`config.mk`:
```
export PLATFORM = sky130hd
export DESIGN_NAME = stage_mem_flat
export DESIGN_NICKNAME = d
export VERILOG_FILES = /design/src/rtl/stage_mem_pkg.sv /design/src/rtl/stage_mem_if.sv /design/src/rtl/stage_mem_align.sv /design/src/rtl/stage_mem.sv /design/src/flat_wrapper.sv
export SDC_FILE = /design/constraint.sdc
export NUM_CORES = 1
export LEC_CHECK = 0
export ABC_AREA = 1
export BUFFER_PORTS_ARGS = -buffer_cell sky130_fd_sc_hd__buf_2
export CORE_MARGIN = 1
export CORE_UTILIZATION = 25
export CTS_CLUSTER_SIZE = 20
export DETAILED_ROUTE_END_ITERATION = 10
export GPL_TIMING_DRIVEN = 0
export PLACE_DENSITY_LB_ADDON = 0.3
export SLEW_MARGIN = 20
export SYNTH_ARGS = -nofsm -noshare
export SYNTH_HDL_FRONTEND = slang
export SYNTH_HIERARCHICAL = 1
export SYNTH_SLANG_ARGS = --single-unit
```
`constraint.sdc`:
```
create_clock -name clk_i -period 2.6 [get_ports clk_i]
set_clock_uncertainty 0.2 [all_clocks]
set_input_delay 0.39 -clock clk_i [delete_from_list [all_inputs] [get_ports clk_i]]
set_output_delay 0.39 -clock clk_i [all_outputs]
set_load 0.05 [all_outputs]
```
`src/rtl/stage_mem_pkg.sv`:
```
// stage_mem_pkg: shared definitions for the memory-access stage.
//   - funct3 encodings for loads (LB..LHU) and stores (SB/SH/SW)
//   - FSM state type (IDLE/BUSY)
package stage_mem_pkg;

   localparam logic [2:0] F3_LB  = 3'b000;
   localparam logic [2:0] F3_LH  = 3'b001;
   localparam logic [2:0] F3_LW  = 3'b010;
   localparam logic [2:0] F3_LBU = 3'b100;
   localparam logic [2:0] F3_LHU = 3'b101;

   localparam logic [2:0] F3_SB  = 3'b000;
   localparam logic [2:0] F3_SH  = 3'b001;
   localparam logic [2:0] F3_SW  = 3'b010;

   typedef enum logic {
      IDLE = 1'b0,
      BUSY = 1'b1
   } state_t;

endpackage

```
`src/rtl/stage_mem_if.sv`:
```
// stage_mem_if: Wishbone-classic data-bus bundle between the memory stage
// (master) and the data memory / interconnect (slave).
//   dwbm_addr_o  word address (low 2 bits always 0)
//   dwbm_dat_o   write data          dwbm_dat_i  read data
//   dwbm_sel_o   byte enables        dwbm_we_o   write enable
//   dwbm_cyc_o   cycle               dwbm_stb_o  strobe
//   dwbm_ack_i   acknowledge         dwbm_err_i  bus error
interface stage_mem_if #(
   parameter int ADDR_W = 32
) ();
   logic [ADDR_W-1:0] dwbm_addr_o;
   logic [31:0]       dwbm_dat_o;
   logic [3:0]        dwbm_sel_o;
   logic              dwbm_cyc_o;
   logic              dwbm_stb_o;
   logic              dwbm_we_o;
   logic [31:0]       dwbm_dat_i;
   logic              dwbm_ack_i;
   logic              dwbm_err_i;

   modport master (
      output dwbm_addr_o, dwbm_dat_o, dwbm_sel_o, dwbm_cyc_o, dwbm_stb_o, dwbm_we_o,
      input  dwbm_dat_i, dwbm_ack_i, dwbm_err_i
   );

   modport slave (
      input  dwbm_addr_o, dwbm_dat_o, dwbm_sel_o, dwbm_cyc_o, dwbm_stb_o, dwbm_we_o,
      output dwbm_dat_i, dwbm_ack_i, dwbm_err_i
   );
endinterface

```
`src/rtl/stage_mem_align.sv`:
```
// stage_mem_align: purely combinational data alignment for the memory stage.
//   i_funct3  access size/sign     i_lane    byte offset (addr[1:0])
//   i_st_dat  raw store data       i_rd_dat  raw bus read word
//   o_sel     byte enables         o_st_dat  lane-replicated store data
//   o_ld_dat  extracted/extended load data
//   o_mis     access is misaligned for its size
module stage_mem_align
   import stage_mem_pkg::*;
(
   input  logic [2:0]  i_funct3,
   input  logic [1:0]  i_lane,
   input  logic [31:0] i_st_dat,
   input  logic [31:0] i_rd_dat,
   output logic [3:0]  o_sel,
   output logic [31:0] o_st_dat,
   output logic [31:0] o_ld_dat,
   output logic        o_mis
);
   logic        w_is_word;
   logic        w_is_half;
   logic [31:0] w_shift;

   // funct3[1] set means word (011/11x fold into word as well)
   assign w_is_word = i_funct3[1];
   assign w_is_half = !i_funct3[1] && i_funct3[0];

   // Bring the addressed lane down to bit 0 before extending
   assign w_shift = i_rd_dat >> {i_lane, 3'b000};

   always_comb begin
      o_mis    = 1'b0;
      o_sel    = 4'b0001 << i_lane;
      o_st_dat = {4{i_st_dat[7:0]}};
      if (w_is_word) begin
         o_mis    = (i_lane != 2'b00);
         o_sel    = 4'b1111;
         o_st_dat = i_st_dat;
      end else if (w_is_half) begin
         o_mis    = i_lane[0];
         o_sel    = 4'b0011 << {i_lane[1], 1'b0};
         o_st_dat = {2{i_st_dat[15:0]}};
      end
   end

   always_comb begin
      o_ld_dat = i_rd_dat;
      case (i_funct3)
         F3_LB:   o_ld_dat = {{24{w_shift[7]}}, w_shift[7:0]};
         F3_LH:   o_ld_dat = {{16{w_shift[15]}}, w_shift[15:0]};
         F3_LBU:  o_ld_dat = {24'h0, w_shift[7:0]};
         F3_LHU:  o_ld_dat = {16'h0, w_shift[15:0]};
         default: o_ld_dat = i_rd_dat;
      endcase
   end
endmodule

```
`src/rtl/stage_mem.sv`:
```
// stage_mem: pipeline memory-access stage. Issues one Wishbone-classic
// transaction per aligned load/store, stalls until ack/err/timeout,
// returns formatted load data and flags misalignment / access faults.
//   clk_i, rst_i        clock, synchronous active-high reset
//   valid_i, kill_i     instruction valid, flush of a not-yet-issued access
//   alu_out_i           effective address
//   dat_b_i, funct3_i   store data, access size/sign
//   is_ld_inst_i/is_st_inst_i  load / store (store wins if both)
//   stall_o, ld_dat_o   pipeline hold, load result
//   e_*_o               misaligned load/store, access fault pulse
//   dwbm                Wishbone master bundle
module stage_mem
   import stage_mem_pkg::*;
#(
   parameter int ADDR_W  = 32,
   parameter int TIMEOUT = 0
) (
   input  logic        clk_i,
   input  logic        rst_i,
   input  logic        valid_i,
   input  logic        kill_i,
   input  logic [31:0] alu_out_i,
   input  logic [31:0] dat_b_i,
   input  logic [2:0]  funct3_i,
   input  logic        is_ld_inst_i,
   input  logic        is_st_inst_i,
   output logic        stall_o,
   output logic [31:0] ld_dat_o,
   output logic        e_ld_addr_mis_o,
   output logic        e_st_addr_mis_o,
   output logic        e_access_fault_o,
   stage_mem_if.master dwbm
);
   state_t            r_state;
   state_t            w_state_next;
   logic [ADDR_W-1:0] r_addr;
   logic [31:0]       r_wdat;
   logic [3:0]        r_sel;
   logic              r_we;
   logic [2:0]        r_funct3;
   logic [1:0]        r_lane;
   logic [31:0]       r_ld_dat;
   logic [31:0]       r_tcnt;

   logic        w_busy;
   logic        w_req;
   logic        w_mis;
   logic        w_issue;
   logic        w_timeout;
   logic        w_fault;
   logic        w_done;
   logic        w_ld_ack;
   logic [2:0]  w_funct3;
   logic [1:0]  w_lane;
   logic [3:0]  w_sel;
   logic [31:0] w_st_dat;
   logic [31:0] w_fmt;

   assign w_busy = (r_state == BUSY);
   assign w_req  = valid_i && !kill_i && (is_ld_inst_i || is_st_inst_i);

   // One aligner serves both phases: live inputs while deciding to issue,
   // captured size/lane while the access is in flight (the live inputs may
   // belong to a stalled but unrelated view of the pipe by then).
   assign w_funct3 = w_busy ? r_funct3 : funct3_i;
   assign w_lane   = w_busy ? r_lane   : alu_out_i[1:0];

   stage_mem_align u_align (
      .i_funct3 (w_funct3),
      .i_lane   (w_lane),
      .i_st_dat (dat_b_i),
      .i_rd_dat (dwbm.dwbm_dat_i),
      .o_sel    (w_sel),
      .o_st_dat (w_st_dat),
      .o_ld_dat (w_fmt),
      .o_mis    (w_mis)
   );

   // Counter saturates at TIMEOUT, so the fault fires after TIMEOUT full
   // BUSY cycles without a response.
   assign w_timeout = (TIMEOUT != 0) && w_busy && (r_tcnt == 32'(TIMEOUT));
   // err beats ack when both arrive together
   assign w_fault   = w_busy && (dwbm.dwbm_err_i || w_timeout);
   assign w_done    = w_busy && (dwbm.dwbm_ack_i || dwbm.dwbm_err_i || w_timeout);
   assign w_ld_ack  = w_busy && dwbm.dwbm_ack_i && !w_fault && !r_we;

   always_comb begin
      w_state_next = r_state;
      w_issue      = 1'b0;
      case (r_state)
         IDLE: begin
            if (w_req && !w_mis) begin
               w_state_next = BUSY;
               w_issue      = 1'b1;
            end
         end
         BUSY: begin
            if (w_done) w_state_next = IDLE;
         end
         default: w_state_next = IDLE;
      endcase
   end

   always_ff @(posedge clk_i) begin
      if (rst_i) begin
         r_state <= IDLE;
      end else begin
         r_state <= w_state_next;
      end
   end

   always_ff @(posedge clk_i) begin
      if (rst_i) begin
         r_addr   <= '0;
         r_wdat   <= '0;
         r_sel    <= '0;
         r_we     <= 1'b0;
         r_funct3 <= '0;
         r_lane   <= '0;
         r_ld_dat <= '0;
         r_tcnt   <= '0;
      end else begin
         if (w_issue) begin
            r_addr   <= {alu_out_i[ADDR_W-1:2], 2'b00};
            r_wdat   <= w_st_dat;
            r_sel    <= w_sel;
            r_we     <= is_st_inst_i;
            r_funct3 <= funct3_i;
            r_lane   <= alu_out_i[1:0];
            r_tcnt   <= '0;
         end else if (w_busy && (r_tcnt != 32'(TIMEOUT))) begin
            r_tcnt <= r_tcnt + 32'd1;
         end
         if (w_ld_ack) r_ld_dat <= w_fmt;
      end
   end

   assign stall_o          = w_issue || (w_busy && !w_done);
   assign ld_dat_o         = w_ld_ack ? w_fmt : r_ld_dat;
   assign e_ld_addr_mis_o  = w_req && is_ld_inst_i && w_mis;
   assign e_st_addr_mis_o  = w_req && is_st_inst_i && w_mis;
   assign e_access_fault_o = w_fault;

   assign dwbm.dwbm_addr_o = r_addr;
   assign dwbm.dwbm_dat_o  = r_wdat;
   assign dwbm.dwbm_sel_o  = r_sel;
   assign dwbm.dwbm_cyc_o  = w_busy;
   assign dwbm.dwbm_stb_o  = w_busy;
   assign dwbm.dwbm_we_o   = w_busy && r_we;
endmodule
```
`src/flat_wrapper.sv`:
```
// flat-port wrapper written by rule: the top's interface ports become plain ports
module stage_mem_flat import stage_mem_pkg::*;
#(
   parameter int ADDR_W  = 32,
   parameter int TIMEOUT = 0
)
  (clk_i, rst_i, valid_i, kill_i, alu_out_i, dat_b_i, funct3_i, is_ld_inst_i, is_st_inst_i, stall_o, ld_dat_o, e_ld_addr_mis_o, e_st_addr_mis_o, e_access_fault_o, dwbm_dwbm_addr_o, dwbm_dwbm_dat_o, dwbm_dwbm_sel_o, dwbm_dwbm_cyc_o, dwbm_dwbm_stb_o, dwbm_dwbm_we_o, dwbm_dwbm_dat_i, dwbm_dwbm_ack_i, dwbm_dwbm_err_i);
  stage_mem_if #(.ADDR_W(ADDR_W)) dwbm_i ();
  input  logic clk_i;
  input  logic rst_i;
  input  logic valid_i;
  input  logic kill_i;
  input  logic [31:0] alu_out_i;
  input  logic [31:0] dat_b_i;
  input  logic [2:0] funct3_i;
  input  logic is_ld_inst_i;
  input  logic is_st_inst_i;
  output logic stall_o;
  output logic [31:0] ld_dat_o;
  output logic e_ld_addr_mis_o;
  output logic e_st_addr_mis_o;
  output logic e_access_fault_o;
  output wire logic [$bits(dwbm_i.dwbm_addr_o)-1:0] dwbm_dwbm_addr_o;
  output wire logic [$bits(dwbm_i.dwbm_dat_o)-1:0] dwbm_dwbm_dat_o;
  output wire logic [$bits(dwbm_i.dwbm_sel_o)-1:0] dwbm_dwbm_sel_o;
  output wire logic [$bits(dwbm_i.dwbm_cyc_o)-1:0] dwbm_dwbm_cyc_o;
  output wire logic [$bits(dwbm_i.dwbm_stb_o)-1:0] dwbm_dwbm_stb_o;
  output wire logic [$bits(dwbm_i.dwbm_we_o)-1:0] dwbm_dwbm_we_o;
  input wire logic [$bits(dwbm_i.dwbm_dat_i)-1:0] dwbm_dwbm_dat_i;
  input wire logic [$bits(dwbm_i.dwbm_ack_i)-1:0] dwbm_dwbm_ack_i;
  input wire logic [$bits(dwbm_i.dwbm_err_i)-1:0] dwbm_dwbm_err_i;
  assign dwbm_dwbm_addr_o = dwbm_i.dwbm_addr_o;
  assign dwbm_dwbm_dat_o = dwbm_i.dwbm_dat_o;
  assign dwbm_dwbm_sel_o = dwbm_i.dwbm_sel_o;
  assign dwbm_dwbm_cyc_o = dwbm_i.dwbm_cyc_o;
  assign dwbm_dwbm_stb_o = dwbm_i.dwbm_stb_o;
  assign dwbm_dwbm_we_o = dwbm_i.dwbm_we_o;
  assign dwbm_i.dwbm_dat_i = dwbm_dwbm_dat_i;
  assign dwbm_i.dwbm_ack_i = dwbm_dwbm_ack_i;
  assign dwbm_i.dwbm_err_i = dwbm_dwbm_err_i;
  stage_mem #(.ADDR_W(ADDR_W), .TIMEOUT(TIMEOUT)) u_core (.clk_i(clk_i), .rst_i(rst_i), .valid_i(valid_i), .kill_i(kill_i), .alu_out_i(alu_out_i), .dat_b_i(dat_b_i), .funct3_i(funct3_i), .is_ld_inst_i(is_ld_inst_i), .is_st_inst_i(is_st_inst_i), .stall_o(stall_o), .ld_dat_o(ld_dat_o), .e_ld_addr_mis_o(e_ld_addr_mis_o), .e_st_addr_mis_o(e_st_addr_mis_o), .e_access_fault_o(e_access_fault_o), .dwbm(dwbm_i));
endmodule
```
=== Yosys cells after proc, flatten, opt, wreduce, memory -nomap -nowiden ===
Index checks and enable logic that the tools add are counted.

* Bits in registers: 105
* Latch bits: 0
* Bits in writable memories: 0
* Bits in read-only memories: 0
* Bits of input ports: 107
* Logic and storage cells: 55
* Memories kept: 0

* Add/subtract/negate cells: 0
* $mul: 0
* Div/mod/pow operators: 0
* $lt $le $gt $ge: 0
* Equality and inequality tests: 3
* Shifts and indexed selects: 3
* Multiplexer cells: 14
* Bitwise operators: 1
* Reductions and logical operators: 26

{| class="wikitable"
|+ Operators by type and width
! operator !! number
|-
| 32-bit case mux with 4 select lines || 1
|-
| 32-bit two-way mux || 3
|-
| 32-bit by 5-bit right shift with 16-bit output || 1
|-
| 1-bit logical AND || 15
|-
| 4-bit two-way mux || 2
|-
| 3-bit equality test, second input constant || 2
|-
| 1-bit zero test || 6
|-
| 1-bit two-way mux || 5
|-
| 1-bit by 2-bit << shifter with 4-bit output, first input constant || 1
|-
| 2-bit by 2-bit << shifter with 4-bit output, first input constant || 1
|-
| 3-bit by 1-bit equality test with 1-bit output, second input constant || 1
|-
| 3-bit zero test || 1
|-
| 1-bit logical OR || 3
|-
| 3-bit two-way mux || 1
|-
| 2-bit two-way mux || 1
|-
| 1-bit case mux with 2 select lines || 1
|-
| 2-bit nonzero test || 1
|-
| 1-bit inverter || 1
|}

=== Depth between registers and ports, before layout ===
Gate-level depths: netlist of run 1.

* Word-level depth: 10
* Depth in mapped cells: 16

=== By module ===
Netlist of run 1, hierarchy kept.

{| class="wikitable"
|+ By module, submodules not included
! module !! times used !! cells each !! area an instance (um2)
|-
| stage_mem || 1 || 697 || 4,510.6
|-
| stage_mem_align || 1 || 273 || 1,403.8
|}

=== Least setup slack after synthesis of run 1 ===
OpenSTA, ideal clock, no wires.

* Path kind: register to output
* From: reg u_core.r_state (netlist: u_core/dwbm.dwbm_cyc_o)
* To: out e_ld_addr_mis_o
* Arrival: 3.183 ns
* Data required time: 2.010 ns
* Path slack: -1.173 ns
* Cell stages (with the launch flop): 9
* Cell sequence: dfxtp_1 > inv_2 > clkbuf_1 > o21ai_0 > inv_2 > buf_6 > o22ai_1 > inv_1 > nor3_1

* Elaborated cells on any way between the ends: 8
* Those cells by class: mux (4); reduce/logical (4)

{| class="wikitable"
|+ RTL lines
! what !! line !! RTL
|-
| start: declaration || stage_mem.sv:34 || <nowiki>state_t r_state;</nowiki>
|-
| start signal: assignment || stage_mem.sv:108 || <nowiki>r_state <= w_state_next;</nowiki>
|-
| 2-bit two-way mux (*) || stage_mem.sv:66 || <nowiki>assign w_lane = w_busy ? r_lane : alu_out_i[1:0];</nowiki>
|-
| net u_core.w_lane[0] || stage_mem.sv:54 || <nowiki>logic [1:0] w_lane;</nowiki>
|-
| 1-bit two-way mux or 2-bit nonzero test (tied branches) || stage_mem_align.sv:38, stage_mem_align.sv:35 ||
|-
| 1-bit two-way mux (*) || stage_mem_align.sv:34 || <nowiki>if (w_is_word) begin</nowiki>
|-
| net u_core.w_mis || stage_mem.sv:47 || <nowiki>logic w_mis;</nowiki>
|-
| 1-bit logical AND (*) || stage_mem.sv:140 || <nowiki>assign e_ld_addr_mis_o = w_req && is_ld_inst_i && w_mis;</nowiki>
|-
| end: declaration || flat_wrapper.sv:20 || <nowiki>output logic e_ld_addr_mis_o;</nowiki>
|}

Mark *: on every way through the listed nets, which the timed path passes. The rest lies on a longest branch.

=== Worst setup path after layout of run 1 ===
* From: reg u_core.r_state (netlist: u_core/dwbm.dwbm_cyc_o)
* To: out ld_dat_o[12]

* Elaborated cells on any way between the ends: 14
* Those cells by class: eq/ne (3); shift (1); mux (4); reduce/logical (6)

{| class="wikitable"
|+ RTL lines
! what !! line !! RTL
|-
| 2-bit two-way mux || stage_mem.sv:66 ||
|-
| net u_core.w_lane[1] || stage_mem.sv:54 ||
|-
| 32-bit by 5-bit right shift with 16-bit output || stage_mem_align.sv:28 || <nowiki>assign w_shift = i_rd_dat >> {i_lane, 3'b000};</nowiki>
|-
| 32-bit case mux with 4 select lines || stage_mem_align.sv:47 || <nowiki>case (i_funct3)</nowiki>
|-
| net u_core.w_fmt[12] || stage_mem.sv:57 || <nowiki>logic [31:0] w_fmt;</nowiki>
|-
| 32-bit two-way mux || stage_mem.sv:139 || <nowiki>assign ld_dat_o = w_ld_ack ? w_fmt : r_ld_dat;</nowiki>
|-
| end: declaration || flat_wrapper.sv:19 || <nowiki>output logic [31:0] ld_dat_o;</nowiki>
|}

The timed path passes the listed nets, and every way through them passes these cells.

==> metrics.md, run 1 <==
| Metric | Value |
|---|---|
| Via density | `roughly 4.3` |
| MaxCap Viol Count | `0` |
| Total number of yosys warnings | `6` |
| Placed cell area | `between 7000 and 8000 µm²` |
| Dpl hpwl | `about 16000 µm` |
| Die ar. | `about 24000 µm²` |
| TritonRoute pass-1 iters | `5` |
| Fraction of synthesized area in multiplexers | `0` |
| CTS sink count | `roughly 110` |
| Residual DRC | `0` |
| Count of different cell masters after synthesis | `27` |
| Status | `complete, but fails checks` |
| Post-Syn Instances | `970` |
| Post-route minimum period | `2.817 ns` |
| Pleak | `5.331 nW` |
| Combinational family with the most area after synthesis | `simple AND/OR/NAND/NOR gates` |
| Post-Synth Adder-Cell Area | `0` |
| Switching Power | `about 1.7 mW` |
| Fin cells | `approximately 1600` |
| Vias | `~6700` |
| Starting density of the core | `0.2581` |
| Row count | `55` |
| H-tree levels | `3` |
| Final worst slack | `-0.2173 ns` |
| Compound-Gate Fraction of Synth Area | `0.05437` |
| Core Region | `22920 µm²` |
| # hold bufs at CTS | `0` |
| Power, Total | `4.598 mW` |
| Failing checks | `negative setup slack` |
| Worst-skew pair later-pin latency | `between 0.3 and 0.4 ns` |
| Pins Over Slew Limit | `0` |
| Clock Path Buffers | `2` |
| Slowest cell on crit path | `dfxtp_4` |
| Int Pwr | `around 2.9 mW` |
| Fin crit share | `1.084` |
| Most frequent cells in the layout | `284 x nand2_1, 184 x nor2_1, 180 x buf_2` |
| Final setup viols | `35` |
| Switching part of the total | `0.3593` |
| Filler cells | `2459` |
| Post-synthesis xor/xnor area fraction | `0` |
| Die Width | `between 150 and 200 µm` |
| Remaining global-route overflow | `0` |
| Flop and latch count out of synthesis | `about 110` |
| CP endpoint kind | `output pin` |
| Share of the yosys chip area belonging to registers | `0.3554` |
| Post-route ant nets | `0` |
| Max Clk Rate | `around 350 MHz` |
| Crit path kind | `flop to output pin` |
| Final Instance Area | `9275 µm²` |
| Final Hold Violating Endpoints | `0` |
| 1st-iter DRT viols | `352` |
| Overall Global Routing Usage | `0.1790` |
| Simple-gate share of the synthesized area | `0.4108` |
| Post-synthesis cell area | `5914 µm²` |
| Area of the multi-input gates | `3435 µm²` |
| Syn Area/Cell | `roughly 6.1 µm²` |
| Global-route wire length before repair | `roughly 33000 µm` |
| Diode count | `0` |
| Mean routed wirelength per cell | `~14 µm` |
| Most common cell after layout, fill and taps aside | `nand2_1` |
| Layout cells sized above 1 | `0.3911` |
| Unrepaired setup endpoints after global routing | `true` |
| Critical path peak fanout | `6` |
| # IOs | `around 210` |
| Drt total wl | `around 22000 µm` |
| CTS tree | `done` |
| Slew HR | `0.5625` |
| WP data required | `roughly 2.0 ns` |
| Part of the power in registers | `0.374` |
| Clock slew at reported path FFs | `~0.09 ns` |
| Die height | `155.8 µm` |
| Worst-Margin Slew | `around 0.66 ns` |
| Worst path max stage delay | `about 0.4 ns` |
| Synth top area share | `0.3554` |
| Sequential cell area | `about 2100 µm²` |
| Area contributors post-synth | `dfxtp_1 36%, nand2_1 20%, nor2_1 12%` |
| Synthesis-to-finish area growth | `56.82%` |
| Final nets | `between 1000 and 1500` |
| Pwr/cell area | `about 500 nW/µm²` |
| Logic pwr share | `0.299` |
| Worst Hold Class | `input port to flop` |
| Initial antenna violation count | `2` |
| Area leader, netlist | `dfxtp_1` |
| Peak supply drop | `0.0002654 V` |
| Crit-path cells | `inv_6, o21ai_4, clkinv_4, buf_6, nand3_1, nand3_2, nand2_2, nand4_4, o21ai_2, inv_1, buf_6` |
| Crit start category | `flop` |
| Vias in the first global route | `about 6400` |
| Clock share of power | `0.326` |
| Worst EP arrival | `approximately 2.2 ns` |
| Crit-path most repeated cell | `buf_6` |
| Clk root buf | `clkbuf_16` |
| RePlAce Congestion | `between 0.8 and 0.9` |
| Largest net degree at the start of global routing | `21` |
| Num CTS Buffers | `9` |
| Port bufs | `210` |
| Post-placement cell count | `about 1500` |
## stage by stage
stage / TNS (ns) / hold slack, ns / setup slack (ns) / util
6_report: -5.656 / 0.04026 / -0.2173 / 0.4048
4_1_cts: -5.798 / 0.02536 / -0.2250 / 0.3821
5_1_grt: -9.258 / 0.03508 / -0.3203 / 0.4048
3_3_place_gp: -27.32 / 0.2961 / -0.7096 / 0.3243
3_5_place_dp: -27.30 / 0.2972 / -0.6926 / 0.3243
2_1_floorplan: 0 / 0.2895 / 0.004230 / -
## what timing repair did
action,4_1_cts,5_1_grt
endpoints found under the setup margin,108,35
gates resized for setup,172,98
cloned,3,1
pin swaps,24,47
setup buffers,39,21
## cells in the mapped netlist (all sizes together)
library cell / n
dfxtp: 105
buf: 44
nor2: 192
nor3: 3
a31oi: 1
a21oi: 1
nand3: 46
clkbuf: 16
conb: 1
nand4: 7
o21ai: 49
o211ai: 7
nand2: 330
inv: 165
nand3b: 1
o22ai: 2
## flip-flops by register name, indices dropped and copies added (netlist names)
signal                   flops
u_core/r_ld_dat             32
u_core/dwbm.dwbm_sel_o       4
u_core/r_we                  1
u_core/dwbm.dwbm_cyc_o       1
u_core/dwbm.dwbm_dat_o      32
u_core/dwbm.dwbm_addr_o     30
u_core/r_lane                2
u_core/r_funct3              3
## final timing paths
| path | from | to | slack [ns] | cells past startpoint |
|---|---|---|---|---|
| max reg2reg | u_core/dwbm.dwbm_cyc_o | u_core/dwbm.dwbm_addr_o[9] | 0.12 | 15 |
| min | alu_out_i[23] | u_core/dwbm.dwbm_addr_o[23] | 0.04 | 3 |
| max | u_core/dwbm.dwbm_cyc_o | ld_dat_o[12] | -0.22 | 11 |
| min reg2reg | u_core/dwbm.dwbm_dat_o[23] | u_core/dwbm.dwbm_dat_o[23] | 0.31 | 4 |
## critical path, delay by kind of cell, from the launching register on
family	cells	cell delay, ns
buffers and inverters	5	0.60
AOI/OAI and AO/OA	2	0.46
and+or+nand+nor	4	0.41
DFF	1	0.41
## logic make-up (layout without fill, tap and decap cells)
| logic type | Yosys count | after routing |
|---|---|---|
| AND/OR/NAND/NOR | 579 | 579 |
| other | 1 | 2 |
| AO/OA/AOI/OAI | 60 | 60 |
| buffers and inverters | 225 | 512 |
| flip-flops | 105 | 105 |
## power groups by stage
stage / registers (mW) / logic, mW / clock network, mW
3_5_place_dp: 1.76 / 1.11 / 0
4_1_cts: 1.72 / 1.28 / 1.57
2_1_floorplan: 1.98 / 0.543 / 0
3_3_place_gp: 1.76 / 1.10 / 0
6_report: 1.72 / 1.38 / 1.50
5_1_grt: 1.73 / 1.48 / 1.62
## layout make-up
type	count	share of cell area
plain buffers	58	0.05194
clock buffers	9	0.02428
clock inverters	7	0.01025
inverters	165	0.06893
multi-input cells	641	0.3703
flip-flops and latches	105	0.2270
well taps	313	0.04222
repair buffers	272	0.2041
repair inverters	1	0.0009443
## per-layer routing
| metal | vias to the layer above | GRT usage | routed length, µm |
|---|---|---|---|
| li1 | 3416 | - | - |
| met1 | 3047 | 0.2093 | 9231 |
| met2 | 239 | 0.3191 | 11040 |
| met3 | 23 | 0.05417 | 1748 |
| met4 | 4 | 0.03875 | 329 |
| met5 | - | 0 | 20 |
Note: power is estimated with default switching activity, not from simulation.
==> run 2: changes to the inputs <==
SYNTH_HIERARCHICAL = not set   (was 1)
==> run 2 against run 1 <==
  * The run still ends with negative setup slack left
  * Die area shrank 13%
  * Synthesized cell count decreased by 17%
  * Largest cell class unchanged
  * Critical path depth rose by 2
  * Register-to-register slack improved by 0.18 ns
  * Sequential power fell by 3%
  * Critical path type unchanged
  * Flip-flop and latch count unchanged
  * Clock-buffer cell count stayed put
  * Clock power fell by 5%
==> metrics.md, run 2 <==
| Metric | Value |
|---|---|
| TritonRoute pass-1 iters | `8 (+3)` |
| Share of the yosys chip area belonging to registers | `0.4094 (+0.05395)` |
| Post-route ant nets | `0 (unchanged)` |
| Int Pwr | `2.656 mW (-9.8%)` |
| Final nets | `1165 (-14%)` |
| Worst EP arrival | `2.04 ns (-0.19 ns)` |
| Unrepaired setup endpoints after global routing | `true` |
| RePlAce Congestion | `0.9085 (+2.4%)` |
| # IOs | `214 (unchanged)` |
| Part of the power in registers | `0.419 (+0.045)` |
| Die height | `145.3 µm (-6.7%)` |
| Slew HR | `0.5127 (-0.04980)` |
| Worst path max stage delay | `0.43 ns (+0.02 ns)` |
| Fin crit share | `1.012 (-0.07128)` |
| Slowest cell on crit path | `dfxtp_4` |
| Area contributors post-synth | `dfxtp_1 41%, nand2_1 24%, a21oi_1 11%` |
| Layout cells sized above 1 | `0.3791 (-0.01198)` |
| Dpl hpwl | `14010 µm (-11%)` |
| Clock slew at reported path FFs | `0.08 ns (about the same)` |
| MaxCap Viol Count | `0 (unchanged)` |
| Most common library cells after synthesis | `332 x nand2_1, 115 x a21oi_1, 105 x dfxtp_1` |
| Final worst slack | `-0.03197 ns (+0.1853 ns)` |
| Via density | `4.499 (+5.0%)` |
| Pwr/cell area | `513.0 nW/µm² (+3.5%)` |
| Worst r2r dst | `u_core.dwbm.dwbm_dat_o[8]` |
| Clock Path Buffers | `2 (unchanged)` |
| Flop and latch count out of synthesis | `105 (unchanged)` |
| Pins Over Slew Limit | `0 (unchanged)` |
| Clock share of power | `0.357 (+0.031)` |
| Failing checks | `negative setup slack` |
| Vias in the first global route | `5459 (-15%)` |
| Crit path to | `ld_dat_o[30]` |
| Most frequent cells in the layout | `278 x nand2_1, 186 x buf_2, 113 x a21oi_1` |
| # hold bufs at CTS | `0 (unchanged)` |
| CP endpoint kind | `output pin` |
| Crit-path most repeated cell | `nand2_2` |
| Post-synth top flop | `dfxtp_1` |
| Most common cell after layout, fill and taps aside | `nand2_1` |
| Worst flop-to-flop path startpoint | `u_core.dwbm.dwbm_cyc_o` |
| Cells on worst reg2reg path | `12 (-3)` |
| Mean routed wirelength per cell | `14.39 µm (+1.1%)` |
| Critical path peak fanout | `8 (+2)` |
| Peak supply drop | `0.0003300 V (+24%)` |
| Total number of yosys warnings | `0 (-6)` |
| Logic pwr share | `0.224 (-0.075)` |
| Initial antenna violation count | `2 (unchanged)` |
| Synthesis-to-finish area growth | `51.78%` |
| Post-synthesis cell area | `5135 µm² (-13%)` |
| CTS sink count | `105 (unchanged)` |
| Pleak | `3.882 nW (-27%)` |
| Syn Area/Cell | `6.395 µm² (+4.9%)` |
| Vias | `5997 (-11%)` |
| Final Instance Area | `7794 µm² (-16%)` |
| 1st-iter DRT viols | `284 (-19%)` |
| Largest net degree at the start of global routing | `23 (+9.5%)` |
| Switching part of the total | `0.3356 (-0.02369)` |
| Status | `complete, but fails checks` |
| Post-route minimum period | `2.632 ns (-0.1853 ns)` |
| Final Hold Violating Endpoints | `0 (unchanged)` |
| Die ar. | `21120 µm² (-13%)` |
| Placed cell area | `6529 µm² (-12%)` |
| Final setup viols | `10 (-71%)` |
| Max Clk Rate | `379.9 MHz (+7.0%)` |
| WP data required | `2.01 ns (about the same)` |
| Clk root buf | `clkbuf_16` |
| Final core utilization | `0.3864 (-0.01834)` |
| Crit path kind | `flop to output pin` |
| Post-Syn Instances | `803 (-17%)` |
| Synth top area share | `0.4094 (+0.05395)` |
| Worst-skew pair later-pin latency | `0.35 ns (about the same)` |
| Final hold slack | `0.06878 ns (+0.02852 ns)` |
| CTS tree | `done` |
| Top-count cell post-synth | `nand2_1` |
| Area leader, netlist | `dfxtp_1` |
| Num CTS Buffers | `9 (unchanged)` |
| Diode count | `0 (unchanged)` |
| Setup tns final | `-0.1748 ns (+5.481 ns)` |
| H-tree levels | `3 (unchanged)` |
| Worst-Margin Slew | `0.7309 ns (+0.07470 ns)` |
| Core Region | `20170 µm² (-12%)` |
| Starting density of the core | `0.2546 (-0.003504)` |
| Switching Power | `1.342 mW (-19%)` |
| Remaining global-route overflow | `0 (unchanged)` |
| Setup crit start | `u_core.dwbm.dwbm_cyc_o` |
| Fraction of registers with async set/reset | `0 (unchanged)` |
| Crit-path cells | `buf_12, nand2_2, o21ai_4, nand2_4, nor2_2, nand4_1, nand2_4, inv_6, buf_6, nand2_2, nand2_2, inv_2, buf_8` |
| Port bufs | `210 (unchanged)` |
| Global-route wire length before repair | `29180 µm (-12%)` |
| Worst Hold Class | `input port to flop` |
| Residual DRC | `0 (unchanged)` |
| Flop-to-flop setup slack | `0.30 ns (+0.18 ns)` |
| Row count | `52 (-5.5%)` |
| Overall Global Routing Usage | `0.1758 (-0.003242)` |
| Die Width | `145.3 µm (-6.7%)` |
| Drt total wl | `19180 µm (-14%)` |
| Number of flops mapped to enable cells by yosys | `0 (unchanged)` |
| Crit start category | `flop` |
| Count of different cell masters after synthesis | `28 (+3.7%)` |
## run 2: logic make-up (layout without fill, tap and decap cells)
group,after synthesis,after routing,share of synthesized area
buf+inv,111,369,0.09381
flops,105,105,0.4094
other cells,1,2,0.0007303
simple gates,430,431,0.3377
compound gates,156,156,0.1584
## run 2: stage by stage
step,worst slack [ns],total power [mW],instances
after floorplan,-0.1077,2.190,804
after global routing,-0.1208,4.188,1333
after global placement,-0.2758,2.449,1284
after CTS,-0.02440,3.977,1316
final,-0.03197,3.998,1333
after detailed placement,-0.2856,2.449,1284
## run 2: final cells by class
type,count,area [µm²]
repair buffers,245,1599
multi-input cells,589,2898
fillers,2198,12380
well taps,270,337.8
plain buffers,43,282.8
clock buffers,9,225.2
flip-flops and latches,105,2106
clock inverters,7,88.84
inverters,65,256.5
## run 2: repair_timing
| item | in CTS | in global routing |
|---|---|---|
| endpoints found under the setup margin | 33 | 33 |
| pin swaps | 12 | 26 |
| gates cloned | 1 | 1 |
| setup buffers | 16 | 18 |
| resized for setup | 119 | 131 |
## run 2: metal layers
layer	track usage	vias up	part of all wire
met4	0.04579	2	0.013
met3	0.04465	18	0.072
met2	0.2978	218	0.48
met5	0	-	0.00068
met1	0.2212	2743	0.44
li1	-	3016	-
## run 2: worst min-delay path by stage
stage,start,endpoint,slack (ns),depth (start not counted)
5_1_grt,alu_out_i[21],u_core.dwbm.dwbm_addr_o[21],0.06,3
3_5_place_dp,u_core.dwbm.dwbm_addr_o[8],u_core.dwbm.dwbm_addr_o[8],0.25,2
2_1_floorplan,u_core.r_funct3[0],u_core.r_funct3[0],0.24,2
6_report,alu_out_i[31],u_core.dwbm.dwbm_addr_o[31],0.07,3
3_3_place_gp,u_core.dwbm.dwbm_dat_o[29],u_core.dwbm.dwbm_dat_o[29],0.25,2
4_1_cts,alu_out_i[15],u_core.dwbm.dwbm_addr_o[15],0.05,3
## run 2: power by group through the flow
stage / clock [mW] / combinational, mW / sequential, mW
5_1_grt: 1.54 / 0.966 / 1.68
3_5_place_dp: 0 / 0.739 / 1.71
4_1_cts: 1.48 / 0.822 / 1.67
2_1_floorplan: 0 / 0.356 / 1.83
6_report: 1.43 / 0.897 / 1.67
3_3_place_gp: 0 / 0.739 / 1.71
## run 2: worst max-delay path, delay by kind of cell, from the launching register on
family / cells / cell delay [ns]
AND/OR/NAND/NOR: 7 / 0.64
AO/OA/AOI/OAI: 1 / 0.09
buffers and inverters: 5 / 0.53
flip-flops: 1 / 0.43
==> run 3: changes to the inputs <==
CAP_MARGIN = 15   (was not set)
CTS_BUF_LIST = sky130_fd_sc_hd__clkbuf_4   (was not set)
==> run 3 against run 2 <==
  * The run still ends with negative setup slack left
  * Clock power down 36%
  * Clock-buffer cell count unchanged
  * First-iteration DRC count up 12%
  * Worst setup slack worse by 0.15 ns
  * Wire length up 2.9%
  * Fmax down 5.5%
  * Final cell count up 4.9%
  * Critical path type unchanged
  * Critical endpoint is now ld_dat_o[22]
  * Largest cell class unchanged
  * Highest routed layer unchanged
==> metrics.md, run 3 (synthesis results as in run 2) <==
| Metric | Value |
|---|---|
| Die height | `145.3 µm (unchanged)` |
| Met1 Usage GRT | `0.2266 (+0.005442)` |
| Dpl hpwl | `14010 µm (unchanged)` |
| MaxCap Viol Count | `0 (unchanged)` |
| CP endpoint kind | `output pin` |
| Vias | `6186 (+3.2%)` |
| Die ar. | `21120 µm² (unchanged)` |
| Pins Over Slew Limit | `0 (unchanged)` |
| Vias in the first global route | `5810 (+6.4%)` |
| Max Clk Rate | `358.9 MHz (-5.5%)` |
| Failing checks | `negative setup slack` |
| Num CTS Buffers | `9 (unchanged)` |
| Unrepaired setup endpoints after global routing | `true` |
| Clock Path Buffers | `2 (unchanged)` |
| Final worst slack | `-0.1860 ns (-0.1541 ns)` |
| 1st-iter DRT viols | `317 (+12%)` |
| Layout cells sized above 1 | `0.3888 (+0.009674)` |
| Starting density of the core | `0.2546 (unchanged)` |
| Remaining global-route overflow | `0 (unchanged)` |
| Final Hold Violating Endpoints | `0 (unchanged)` |
| Crit path kind | `flop to output pin` |
| TritonRoute pass-1 iters | `5 (-3)` |
| Most common cell after layout, fill and taps aside | `nand2_1` |
| Worst Hold Class | `input port to flop` |
| WP data required | `2.01 ns (about the same)` |
| Core Region | `20170 µm² (unchanged)` |
| Pwr/cell area | `425.8 nW/µm² (-17%)` |
| Largest net degree at the start of global routing | `23 (unchanged)` |
| Worst EP arrival | `2.20 ns (+0.16 ns)` |
| Pre-CTS setup slack | `-0.2856 ns (unchanged)` |
| Synthesis-to-finish area growth | `63.74%` |
| CTS sink count | `105 (unchanged)` |
| Final nets | `1226 (+5.2%)` |
| Post-route minimum period | `2.786 ns (+0.1541 ns)` |
| Pleak | `4.097 nW (+5.5%)` |
| Overall Global Routing Usage | `0.1813 (+0.005531)` |
| Via density | `4.425 (-1.6%)` |
| Initial antenna violation count | `3 (+1)` |
| Fin crit share | `1.072 (+0.05925)` |
| Port bufs | `210 (unchanged)` |
| Final core utilization | `0.4169 (+0.03046)` |
| Die Width | `145.3 µm (unchanged)` |
| Peak supply drop | `0.0002151 V (-35%)` |
| Status | `complete, but fails checks` |
| Residual DRC | `0 (unchanged)` |
| Clock slew at reported path FFs | `0.22 ns (+0.14 ns)` |
| RePlAce Congestion | `0.9085 (unchanged)` |
| Routing usage on met2 | `0.3115 (+0.01370)` |
| Row count | `52 (unchanged)` |
| CTS tree | `done` |
| Most frequent cells in the layout | `271 x nand2_1, 183 x buf_2, 112 x a21oi_1` |
| Post-placement cell count | `1284 (unchanged)` |
| M3 GR Usage | `0.04591 (+0.001258)` |
| Clk root buf | `clkbuf_4` |
| Post-route ant nets | `0 (unchanged)` |
| Final setup viols | `32 (+22)` |
| Global-route wire length before repair | `30260 µm (+3.7%)` |
| Layer with the highest usage | `met2` |
| Worst-Margin Slew | `0.6534 ns (-0.07753 ns)` |
| Final hold slack | `0.03076 ns (-0.03802 ns)` |
| H-tree levels | `3 (unchanged)` |
| Mean routed wirelength per cell | `14.12 µm (-1.9%)` |
| Slew HR | `0.5644 (+0.05169)` |
| Drt total wl | `19730 µm (+2.9%)` |
| Crit start category | `flop` |
| # IOs | `214 (unchanged)` |
| Critical path peak fanout | `8 (unchanged)` |
| Worst-skew pair later-pin latency | `0.49 ns (+0.14 ns)` |
| Fin cells | `1398 (+4.9%)` |
==> run 3: cell types whose count changed in the layout (fill, tap and decap cells not counted), moves of 6 or more <==
cell | before | now
nand2_2 | 44 | 51
clkbuf_4 | 2 | 13
nand2_1 | 278 | 271
buf_8 | 20 | 26
dlygate4sd3_1 | 0 | 53
o21ai_1 | 17 | 11
clkbuf_16 | 9 | 0
==> run 3: final timing paths <==
path,start,end,slack [ns],cells after the start
worst max-delay path,u_core.dwbm.dwbm_cyc_o,ld_dat_o[22],-0.19,13
worst min-delay path,dat_b_i[16],u_core.dwbm.dwbm_dat_o[16],0.03,5
worst max register to register,u_core.dwbm.dwbm_cyc_o,u_core.r_ld_dat[0],-0.11,18
worst min register to register,u_core.dwbm.dwbm_dat_o[22],u_core.dwbm.dwbm_dat_o[22],0.27,2
==> run 3: final cells by class <==
class | count | area (µm²)
fill | 2114 | 11760
multi-input combinational | 588 | 2979
timing repair buffer | 305 | 2247
sequential | 105 | 2106
tap | 270 | 337.8
buffer | 45 | 315.3
inverter | 65 | 256.5
clock inverter | 7 | 88.84
clock buffer | 9 | 67.56
antenna | 4 | 10.01
==> run 3: where the power goes <==
| group | internal [mW] | total, mW | switching [mW] | leakage, nW |
|---|---|---|---|---|
| combinational | 0.371 | 0.982 | 0.611 | 3.16 |
| clock | 0.241 | 0.920 | 0.679 | 0.0833 |
| sequential | 1.66 | 1.68 | 0.0211 | 0.851 |
| total | 2.27 | 3.58 | 1.31 | 4.10 |
==> run 3: what timing repair did <==
item / 4_1_cts / 5_1_grt
resized for setup: 188 / 103
hold buffers: 53 / 0
hold endpoints to repair: 52 / 0
pin swaps: 23 / 33
cloned: 1 / 0
buffers inserted: 31 / 12
endpoints found under the setup margin: 35 / 36
==> run 3: per-stage QoR <==
| stage | TNS (ns) | power (mW) | cell area (µm²) |
|---|---|---|---|
| floorplan | -0.2154 | 2.190 | 5140 |
| global placement | -2.504 | 2.449 | 6529 |
| detailed placement | -2.675 | 2.449 | 6529 |
| CTS | -5.051 | 3.558 | 8019 |
| global route | -8.315 | 3.766 | 8408 |
| finish | -4.029 | 3.580 | 8408 |
==> run 3: worst max-delay path, cell delays in order, from the launching register on <==
cell and delay (ns):
dfxtp_4 0.46, buf_8 0.16, nand2_2 0.08, o21ai_4 0.08, nand2_4 0.07, nor2_2 0.10
nand4_1 0.16, nand2_4 0.12, inv_6 0.05, buf_6 0.13, nand2_2 0.06, nand2_2 0.06
inv_2 0.06, buf_8 0.13
==> run 3: layer usage <==
layer,share of wire,wire [µm],vias up
met4,0.011,210,2
met2,0.48,9458,220
li1,-,-,3152
met1,0.44,8686,2793
met5,0.00066,13,-
met3,0.069,1364,19
